--- src/rtl/bsg_debounce_array_pkg.sv ---
// Shared helpers for the debounce array: counter width sizing only.
// No logic, no latency, no flow control.
package bsg_debounce_array_pkg;

    // Width that holds values 0..x-1, never less than one bit.
    function automatic int safe_clog2(input int x);
        return (x <= 1) ? 1 : $clog2(x);
    endfunction

endpackage

--- src/rtl/bsg_debounce_channel.sv ---
// One debounce channel: sync pair, tick-gated stable counter, level, edge and hold pulses.
// Level follows a clean change stable_cnt_p+2 cycles after capture (tick_i=1); no backpressure.
module bsg_debounce_channel
    import bsg_debounce_array_pkg::*;
#(
    parameter int   stable_cnt_p = 1024,
    parameter int   hold_cnt_p   = 65536,
    parameter logic invert_p     = 1'b0
) (
    input  logic clk_i,
    input  logic reset_i,
    input  logic tick_i,
    input  logic button_i,
    output logic level_o,
    output logic rise_o,
    output logic fall_o,
    output logic hold_o
);
    localparam int cnt_width_lp = safe_clog2(stable_cnt_p + 1);
    localparam logic [cnt_width_lp-1:0] stable_lp = cnt_width_lp'(stable_cnt_p);

    logic                    sync1_d, sync1_q;
    logic                    sync2_d, sync2_q;
    logic [cnt_width_lp-1:0] cnt_d, cnt_q;
    logic                    level_d, level_q;
    logic                    rise_d, rise_q;
    logic                    fall_d, fall_q;

    always_comb begin
        sync1_d = button_i ^ invert_p;
        sync2_d = sync1_q;
        // Any disagreement across the sync pair restarts the stable window, tick or not.
        if (sync1_q ^ sync2_q)
            cnt_d = '0;
        else if (tick_i && (cnt_q < stable_lp))
            cnt_d = cnt_q + cnt_width_lp'(1);
        else
            cnt_d = cnt_q;
        level_d = (cnt_q == stable_lp) ? sync2_q : level_q;
        rise_d  = level_d & ~level_q;
        fall_d  = ~level_d & level_q;
    end

    always_ff @(posedge clk_i or posedge reset_i) begin
        if (reset_i) begin
            sync1_q <= 1'b0;
            sync2_q <= 1'b0;
            cnt_q   <= '0;
            level_q <= 1'b0;
            rise_q  <= 1'b0;
            fall_q  <= 1'b0;
        end else begin
            sync1_q <= sync1_d;
            sync2_q <= sync2_d;
            cnt_q   <= cnt_d;
            level_q <= level_d;
            rise_q  <= rise_d;
            fall_q  <= fall_d;
        end
    end

    assign level_o = level_q;
    assign rise_o  = rise_q;
    assign fall_o  = fall_q;

    if (hold_cnt_p > 0) begin : g_hold
        localparam int hold_width_lp = safe_clog2(hold_cnt_p + 1);
        localparam logic [hold_width_lp-1:0] hold_lp = hold_width_lp'(hold_cnt_p);

        logic [hold_width_lp-1:0] hold_cnt_d, hold_cnt_q;
        logic                     hold_d, hold_q;
        logic                     hold_inc;

        // Counting only while level is high now and next cycle lets a coincident fall win.
        always_comb begin
            hold_inc   = level_q & level_d & tick_i & (hold_cnt_q < hold_lp);
            hold_cnt_d = hold_cnt_q;
            if (!(level_q && level_d))
                hold_cnt_d = '0;
            else if (hold_inc)
                hold_cnt_d = hold_cnt_q + hold_width_lp'(1);
            hold_d = hold_inc & (hold_cnt_q == (hold_lp - hold_width_lp'(1)));
        end

        always_ff @(posedge clk_i or posedge reset_i) begin
            if (reset_i) begin
                hold_cnt_q <= '0;
                hold_q     <= 1'b0;
            end else begin
                hold_cnt_q <= hold_cnt_d;
                hold_q     <= hold_d;
            end
        end

        assign hold_o = hold_q;
    end else begin : g_no_hold
        assign hold_o = 1'b0;
    end

endmodule

--- src/rtl/bsg_debounce_array.sv ---
// N independent debounce channels sharing one prescale tick; stable_cnt_p+2 cycle level latency.
// Pure input conditioning: every event is reported in its own cycle, no backpressure.
module bsg_debounce_array
    import bsg_debounce_array_pkg::*;
#(
    parameter int               els_p         = 4,
    parameter int               stable_cnt_p  = 1024,
    parameter int               hold_cnt_p    = 65536,
    parameter logic [els_p-1:0] invert_mask_p = '0
) (
    input  logic             clk_i,
    input  logic             reset_i,
    input  logic             tick_i,
    input  logic [els_p-1:0] button_i,
    output logic [els_p-1:0] level_o,
    output logic [els_p-1:0] rise_o,
    output logic [els_p-1:0] fall_o,
    output logic [els_p-1:0] hold_o
);

    for (genvar i = 0; i < els_p; i++) begin : g_ch
        bsg_debounce_channel #(
            .stable_cnt_p (stable_cnt_p),
            .hold_cnt_p   (hold_cnt_p),
            .invert_p     (invert_mask_p[i])
        ) u_ch (
            .clk_i    (clk_i),
            .reset_i  (reset_i),
            .tick_i   (tick_i),
            .button_i (button_i[i]),
            .level_o  (level_o[i]),
            .rise_o   (rise_o[i]),
            .fall_o   (fall_o[i]),
            .hold_o   (hold_o[i])
        );
    end

endmodule

--- config.mk ---
export PLATFORM = sky130hd
export DESIGN_NAME = bsg_debounce_array
export DESIGN_NICKNAME = d
export VERILOG_FILES = /design/src/rtl/bsg_debounce_array_pkg.sv /design/src/rtl/bsg_debounce_channel.sv /design/src/rtl/bsg_debounce_array.sv
export SDC_FILE = /design/constraint.sdc
export NUM_CORES = 1
export LEC_CHECK = 0
export BUFFER_PORTS_ARGS = -buffer_cell sky130_fd_sc_hd__buf_2
export CELL_PAD_IN_SITES_DETAIL_PLACEMENT = 1
export CELL_PAD_IN_SITES_GLOBAL_PLACEMENT = 1
export CORE_UTILIZATION = 55
export CTS_BUF_LIST = sky130_fd_sc_hd__clkbuf_8
export CTS_CLUSTER_DIAMETER = 40
export DETAILED_ROUTE_END_ITERATION = 10
export PLACE_DENSITY_LB_ADDON = 0.1
export SLEW_MARGIN = 20
export SYNTH_ARGS = -nofsm -noshare
export SYNTH_HDL_FRONTEND = slang
export SYNTH_SLANG_ARGS = --single-unit
--- constraint.sdc ---
create_clock -name clk_i -period 7.6 [get_ports clk_i]
set_input_delay 0.38 -clock clk_i [delete_from_list [all_inputs] [get_ports clk_i]]
set_output_delay 0.38 -clock clk_i [all_outputs]
set_load 0.01 [all_outputs]
Word level (Yosys, flattened, before mapping)
Cells that the tools add are included.
- add/subtract/negate cells: 8
- multipliers: 0
- divide/modulo/power cells: 0
- order comparisons: 8
- eq/ne operators: 12
- shifts and indexed selects: 0
- muxes and demuxes: 20
- bitwise operators: 36
- reduce and logical (&&, ||, !) cells: 12
- operators with widths (cell ; count):
    2-to-1 mux 17 bit ; 8
    2-to-1 mux 11 bit ; 8
    adder 17 x 1 -> 17 bit (second input constant) ; 4
    equality test 17 x 16 -> 1 bit (second input constant) ; 4
    < comparator 17 bit (second input constant) ; 4
    adder 11 x 1 -> 11 bit (second input constant) ; 4
    equality test 11 bit (second input constant) ; 4
    < comparator 11 bit (second input constant) ; 4
    bitwise AND 1 bit ; 24
    logical AND 1 bit ; 8
    != test 2 x 1 -> 1 bit (second input constant) ; 4
    inverter 1 bit ; 8
    nonzero test 2 bit ; 4
    2-to-1 mux 1 bit ; 4
    XOR 1 bit ; 4
- register bits after elaboration: 136
- bits in latches: 0
- RAM bits: 0
- memory bits (read-only): 0
- input port bits: 7
- output and inout bits: 16
- logic and storage cells: 128
- memories: 0

Logic depth before layout (Yosys ltp)
- word-level depth: 7
- mapped depth: 7
- mapped depth without buffers: 6

Cells and area by module
Synthesis repeated with hierarchy kept, for this count alone.
- cell total of the unflattened synthesis: 647
- area total of the unflattened synthesis: 6588.8 sq um
- modules (own cells, without submodules) (module ; instances ; cells an instance ; area an instance (sq um) ; seq. area each (sq um)):
    bsg_debounce_channel (g_ch[1].u_ch ...) ; 2 ; 163 ; 1660.3 ; 850.8
    bsg_debounce_channel (g_ch[2].u_ch) ; 1 ; 160 ; 1636.6 ; 850.8
    bsg_debounce_channel (g_ch[0].u_ch) ; 1 ; 161 ; 1631.6 ; 850.8

Least setup slack after synthesis
No wires, ideal clock.
- kind: register to register
- from: register g_ch[1].u_ch.g_hold.hold_cnt_q[6]
- to: register g_ch[1].u_ch.g_hold.hold_cnt_q[16]
- setup time: 0.078 ns
- arrival: 1.668 ns
- data required time: 7.522 ns
- slack: 5.855 ns
- cell stages (with the launch flop): 7
- path buffers: 0
- period minus slack after synthesis: 1.745 ns
- cells stage by stage: dfrtp_1 nand4_1 nor4_1 and4_1 ha_1 nand2b_1 a21oi_1
- word-level cells in the longest chain between the ends: 3
- elaborated cells on any way between the ends: 6
- classes of those cells: add/sub (1); order compare (1); eq/ne (1); mux (2); bitwise (1)
- ends and longest elaborated chain (item ; RTL line ; source):
    start: declaration ; bsg_debounce_channel.sv:70 ; logic [hold_width_lp-1:0] hold_cnt_d, hold_cnt_q;
    start signal: assignment ; bsg_debounce_channel.sv:90 ; hold_cnt_q <= hold_cnt_d;
    adder 17 x 1 -> 17 bit or < comparator 17 bit (tied branches) ; bsg_debounce_channel.sv:81, bsg_debounce_channel.sv:76 ;
    2-to-1 mux 17 bit or bitwise AND 1 bit (tied branches) ; bsg_debounce_channel.sv:80, bsg_debounce_channel.sv:76 ;
    2-to-1 mux 17 bit or != test 2 x 1 -> 1 bit (tied branches) ; n/a ;
Parallel ways exist; a longest one is shown, timed or not. The select of a mux whose other input is x is not followed.
A chain may end at the register's enable or synchronous reset.

Worst setup path after layout
- from: register g_ch[3].u_ch.sync2_q
- to: register g_ch[3].u_ch.cnt_q[9]
- word-level cells in the longest chain between the ends: 2
- elaborated cells on any way between the ends: 3
- classes of those cells: mux (1); bitwise (1); reduce/logical (1)
- ends and longest elaborated chain (item ; RTL line ; source):
    start: declaration ; bsg_debounce_channel.sv:23 ; logic sync2_d, sync2_q;
    start signal: assignment ; bsg_debounce_channel.sv:54 ; sync2_q <= sync2_d;
    XOR 1 bit (*) ; bsg_debounce_channel.sv:33 ; if (sync1_q ^ sync2_q)
    2-to-1 mux 11 bit or nonzero test 2 bit (tied branches) ; n/a ;
    end signal: assignment ; bsg_debounce_channel.sv:55 ; cnt_q <= cnt_d;
    end: declaration ; bsg_debounce_channel.sv:24 ; logic [cnt_width_lp-1:0] cnt_d, cnt_q;
Mark *: on every way between the ends. The rest lies on a longest branch, timed or not.

==> flow_metrics.env <==
export IMPL_outcome="complete, but fails checks"
export IMPL_violations="DRC"
export IMPL_detail_route_drc_violations=1
export IMPL_cp_required_ns=7.96
export IMPL_clock_tree_buffer_depth=2
export IMPL_viasPerCell=5.84
export IMPL_postPlaceCellArea_um2=6760
export IMPL_vias=4847
export IMPL_hold_path_class="primary input to flip-flop"
export IMPL_grt_max_degree=80
export IMPL_finalHoldViolCount=0
export IMPL_power_density_nw_per_um2=200
export IMPL_synthesis_area_per_instance_um2=10.0
export IMPL_crit_path_max_fanout=12
export IMPL_final_min_period_over_clock_period=0.295
export IMPL_drt_pre_antenna_iters=7
export IMPL_cap_violations=0
export IMPL_crit_type="flip-flop to flip-flop"
export IMPL_timing_worst_slew_pin_value_ns=0.900
export IMPL_clock_skew_final_ns=0.0136
export IMPL_initial_core_util=0.573
export IMPL_synthArstFlopShare=1.00
export IMPL_worst_hold_path_depth=1
export IMPL_design_die_area_um2=12600
export IMPL_drt_wl_total_um=14100
export IMPL_clock_sinks=136
export IMPL_htree_levels=4
export IMPL_cts_inserted_buffers=17
export IMPL_ys_types=47
export IMPL_totalNegativeSetupSlack_ns=0
export IMPL_power_leakage_nw=2.90
export IMPL_grt_usage=0.252
export IMPL_final_hold_worst_slack_ns=0.0363
export IMPL_antenna_diode_count=0
export IMPL_tritoncts_clock_tree="yes"
export IMPL_timing_final_max_slew_violations=0
export IMPL_post_cts_resized_instances=0
export IMPL_synth_mux_area_fraction=0.0143
export IMPL_die_h_um=112
export IMPL_drive_above_1_share=0.0975
export IMPL_grt_pass1_vias=5261
export IMPL_yosys_warnings=0
export IMPL_timing_reg2reg_setup_slack_ns=5.36
export IMPL_dpl_hpwl_um=9350
export IMPL_yosys_cell_count_top_type="dfrtp_1"
export IMPL_holdPathEnd="g_ch[0].u_ch.sync1_q"
export IMPL_drt_antenna_violating_nets=0
export IMPL_fraction_of_power_consumed_by_combinational_cells=0.040
export IMPL_cellInternalPower_mw=1.12
export IMPL_worstReg2RegEnd="g_ch[3].u_ch.cnt_q[9]"
export IMPL_pin_count=23
export IMPL_worst_slew_margin_rel=0.398
export IMPL_total_switching_power_uw=320
export IMPL_r2r_start="g_ch[3].u_ch.sync2_q"
export IMPL_timing_final_setup_violations=0
export IMPL_synth_simple_gate_area_frac=0.245
export IMPL_ctsHoldBuffers=0
export IMPL_layout_filler_cells=1285
export IMPL_netlist_area_um2=6660
export IMPL_maxClockFrequency_mhz=446
export IMPL_gr_total_overflow=0
export IMPL_type_of_origin_of_the_critical_path="flip-flop"
export IMPL_seqPwrFrac=0.515
export IMPL_compound_gate_fraction_of_synth_area=0.0468
export IMPL_die_width_um=112
export IMPL_fp_coreArea_um2=11600
export IMPL_finalInstanceArea_um2=7200
export IMPL_area_growth_from_synthesis_to_layout_pct=8.08
export IMPL_netlist_area_leader_share=0.511
export IMPL_grt_setup_unrepaired="false"
export IMPL_globalplace_congestion=0.782
export IMPL_post_route_util=0.620
export IMPL_vdd_ir_drop_worst_mv=0.139
export IMPL_timing_critical_path_to_type="flip-flop"
export IMPL_number_of_flops_mapped_to_enable_cells_by_yosys=0
export IMPL_r2r_cells=4
export IMPL_ys_ff_latch=136
export IMPL_swShare=0.222
export IMPL_antenna_found_initial=0
export IMPL_clk_latency_ns=0.45
export IMPL_synthesis_instances=664
export IMPL_placement_io_buffers=22
export IMPL_clockPowerShare=0.446
export IMPL_finish_net_count=697
export IMPL_rows=39
export IMPL_main_combinational_cell_family_by_area_after_synthesis="simple AND/OR/NAND/NOR gates"
export IMPL_post_synthesis_net_count=687
export IMPL_cts_root_buffer="clkbuf_8"
export IMPL_wire_length_of_the_first_global_routing_pass_um=25000
export IMPL_synth_seq_area_share=0.511
export IMPL_detailedRoute_firstIterationViolations=219
export IMPL_average_detailed_routed_wire_length_per_instance_um=16.9
export IMPL_cp_data_arrival_time_ns=2.60
export IMPL_synth_common_cells="136 x dfrtp_1, 107 x nor2_1, 45 x xnor2_1, 37 x xor2_1, 35 x nand2_1"
export IMPL_hold_start="button_i[0]"
export IMPL_post_cts_buffers=0
export IMPL_yosys_area_top_type="dfrtp_1"
export IMPL_synth_area_leaders="dfrtp_1 51%, nor2_1 6.0%, xnor2_1 5.9%, xor2_1 4.9%, ha_1 3.0%"
export IMPL_clk_transition_reported_paths_ns=0.07
export IMPL_prevailing_post_synth_register_cell="dfrtp_1"
export IMPL_synth_xor_area_share=0.108
export IMPL_synth_adder_area_share=0.0301
export IMPL_total_power_mw=1.44
export IMPL_post_route_min_period_ns=2.24
metal layers:
layer,GRT usage,vias to the layer above,wire length [µm]
li1,-,2306,-
met4,0.0924,0,206
met2,0.434,59,7310
met5,0,-,0
met3,0.0599,17,352
met1,0.309,2465,6200
placed cells by master, fill, tap and decap left out, drive strengths merged, types with 4 or more instances in the layout:
cell	count
nor3b	8
and4	7
xor2	37
nor2	107
nor4	22
or3	7
buf	23
o21ai	12
and4b	5
and3	4
nor3	25
nand3b	6
nand2b	5
ha	16
xnor2	45
mux2	4
clkbuf	23
inv	29
nor2b	8
a21oi	21
nand4	32
nand3	22
nand2	35
dfrtp	136
mux2i	5
nand4b	6
worst max path at each step:
| stage | cells past startpoint | endpoint | slack [ns] | startpoint |
|---|---|---|---|---|
| after floorplan | 1 | g_ch[0].u_ch.cnt_q[0] | 3.58 | reset_i |
| after global placement | 4 | g_ch[3].u_ch.cnt_q[9] | 5.50 | g_ch[3].u_ch.sync2_q |
| after detailed placement | 4 | g_ch[3].u_ch.cnt_q[9] | 5.33 | g_ch[3].u_ch.sync2_q |
| after CTS | 4 | g_ch[3].u_ch.cnt_q[9] | 5.35 | g_ch[3].u_ch.sync2_q |
| after global routing | 4 | g_ch[3].u_ch.cnt_q[9] | 5.19 | g_ch[3].u_ch.sync2_q |
| final | 4 | g_ch[3].u_ch.cnt_q[9] | 5.36 | g_ch[3].u_ch.sync2_q |
cell families after synthesis:
kind of cell	count (synthesis)
buffers and inverters	59
adder cells (fa/ha/maj)	16
multiplexers	9
AO/OA/AOI/OAI	49
flip-flops	136
XOR/XNOR	82
AND/OR/NAND/NOR	313
area by class of cell:
class	count	area, µm²	area share
Multi-Input combinational cell	469	2960	0.411
Clock buffer	23	317	0.0440
Inverter	27	106	0.0148
Tap cell	143	179	0.0249
Timing Repair Buffer	23	118	0.0163
Clock inverter	9	120	0.0167
Sequential cell	136	3400	0.473
critical path, cell delays in order (launching register included):
cell	delay, ns
dfrtp_1	0.45
xor2_1	0.75
o21ai_1	0.27
or4_1	0.53
a21oi_1	0.16
sequential cells by signal, summed over array words and instances, names as in the netlist:
signal                       count
g_ch.u_ch.cnt_q                 44
g_ch.u_ch.rise_o                 4
g_ch.u_ch.hold_o                 4
g_ch.u_ch.sync1_q                4
g_ch.u_ch.fall_o                 4
g_ch.u_ch.level_o                4
g_ch.u_ch.g_hold.hold_cnt_q     68
g_ch.u_ch.sync2_q                4
power by group through the flow:
stage	logic (mW)	clock network (mW)	registers, mW
floorplan	0.0429	0	0.753
global placement	0.0538	0	0.754
detailed placement	0.0579	0	0.755
CTS	0.0587	0.655	0.741
global route	0.0660	0.682	0.743
finish	0.0570	0.642	0.741
per-stage QoR:
step	std cells	worst slack (ns)
after CTS	830	5.35
after floorplan	664	3.58
after detailed placement	798	5.33
final	830	5.36
after global placement	798	5.50
after global routing	830	5.19
No activity file was read; power rests on OpenSTA's default activity.
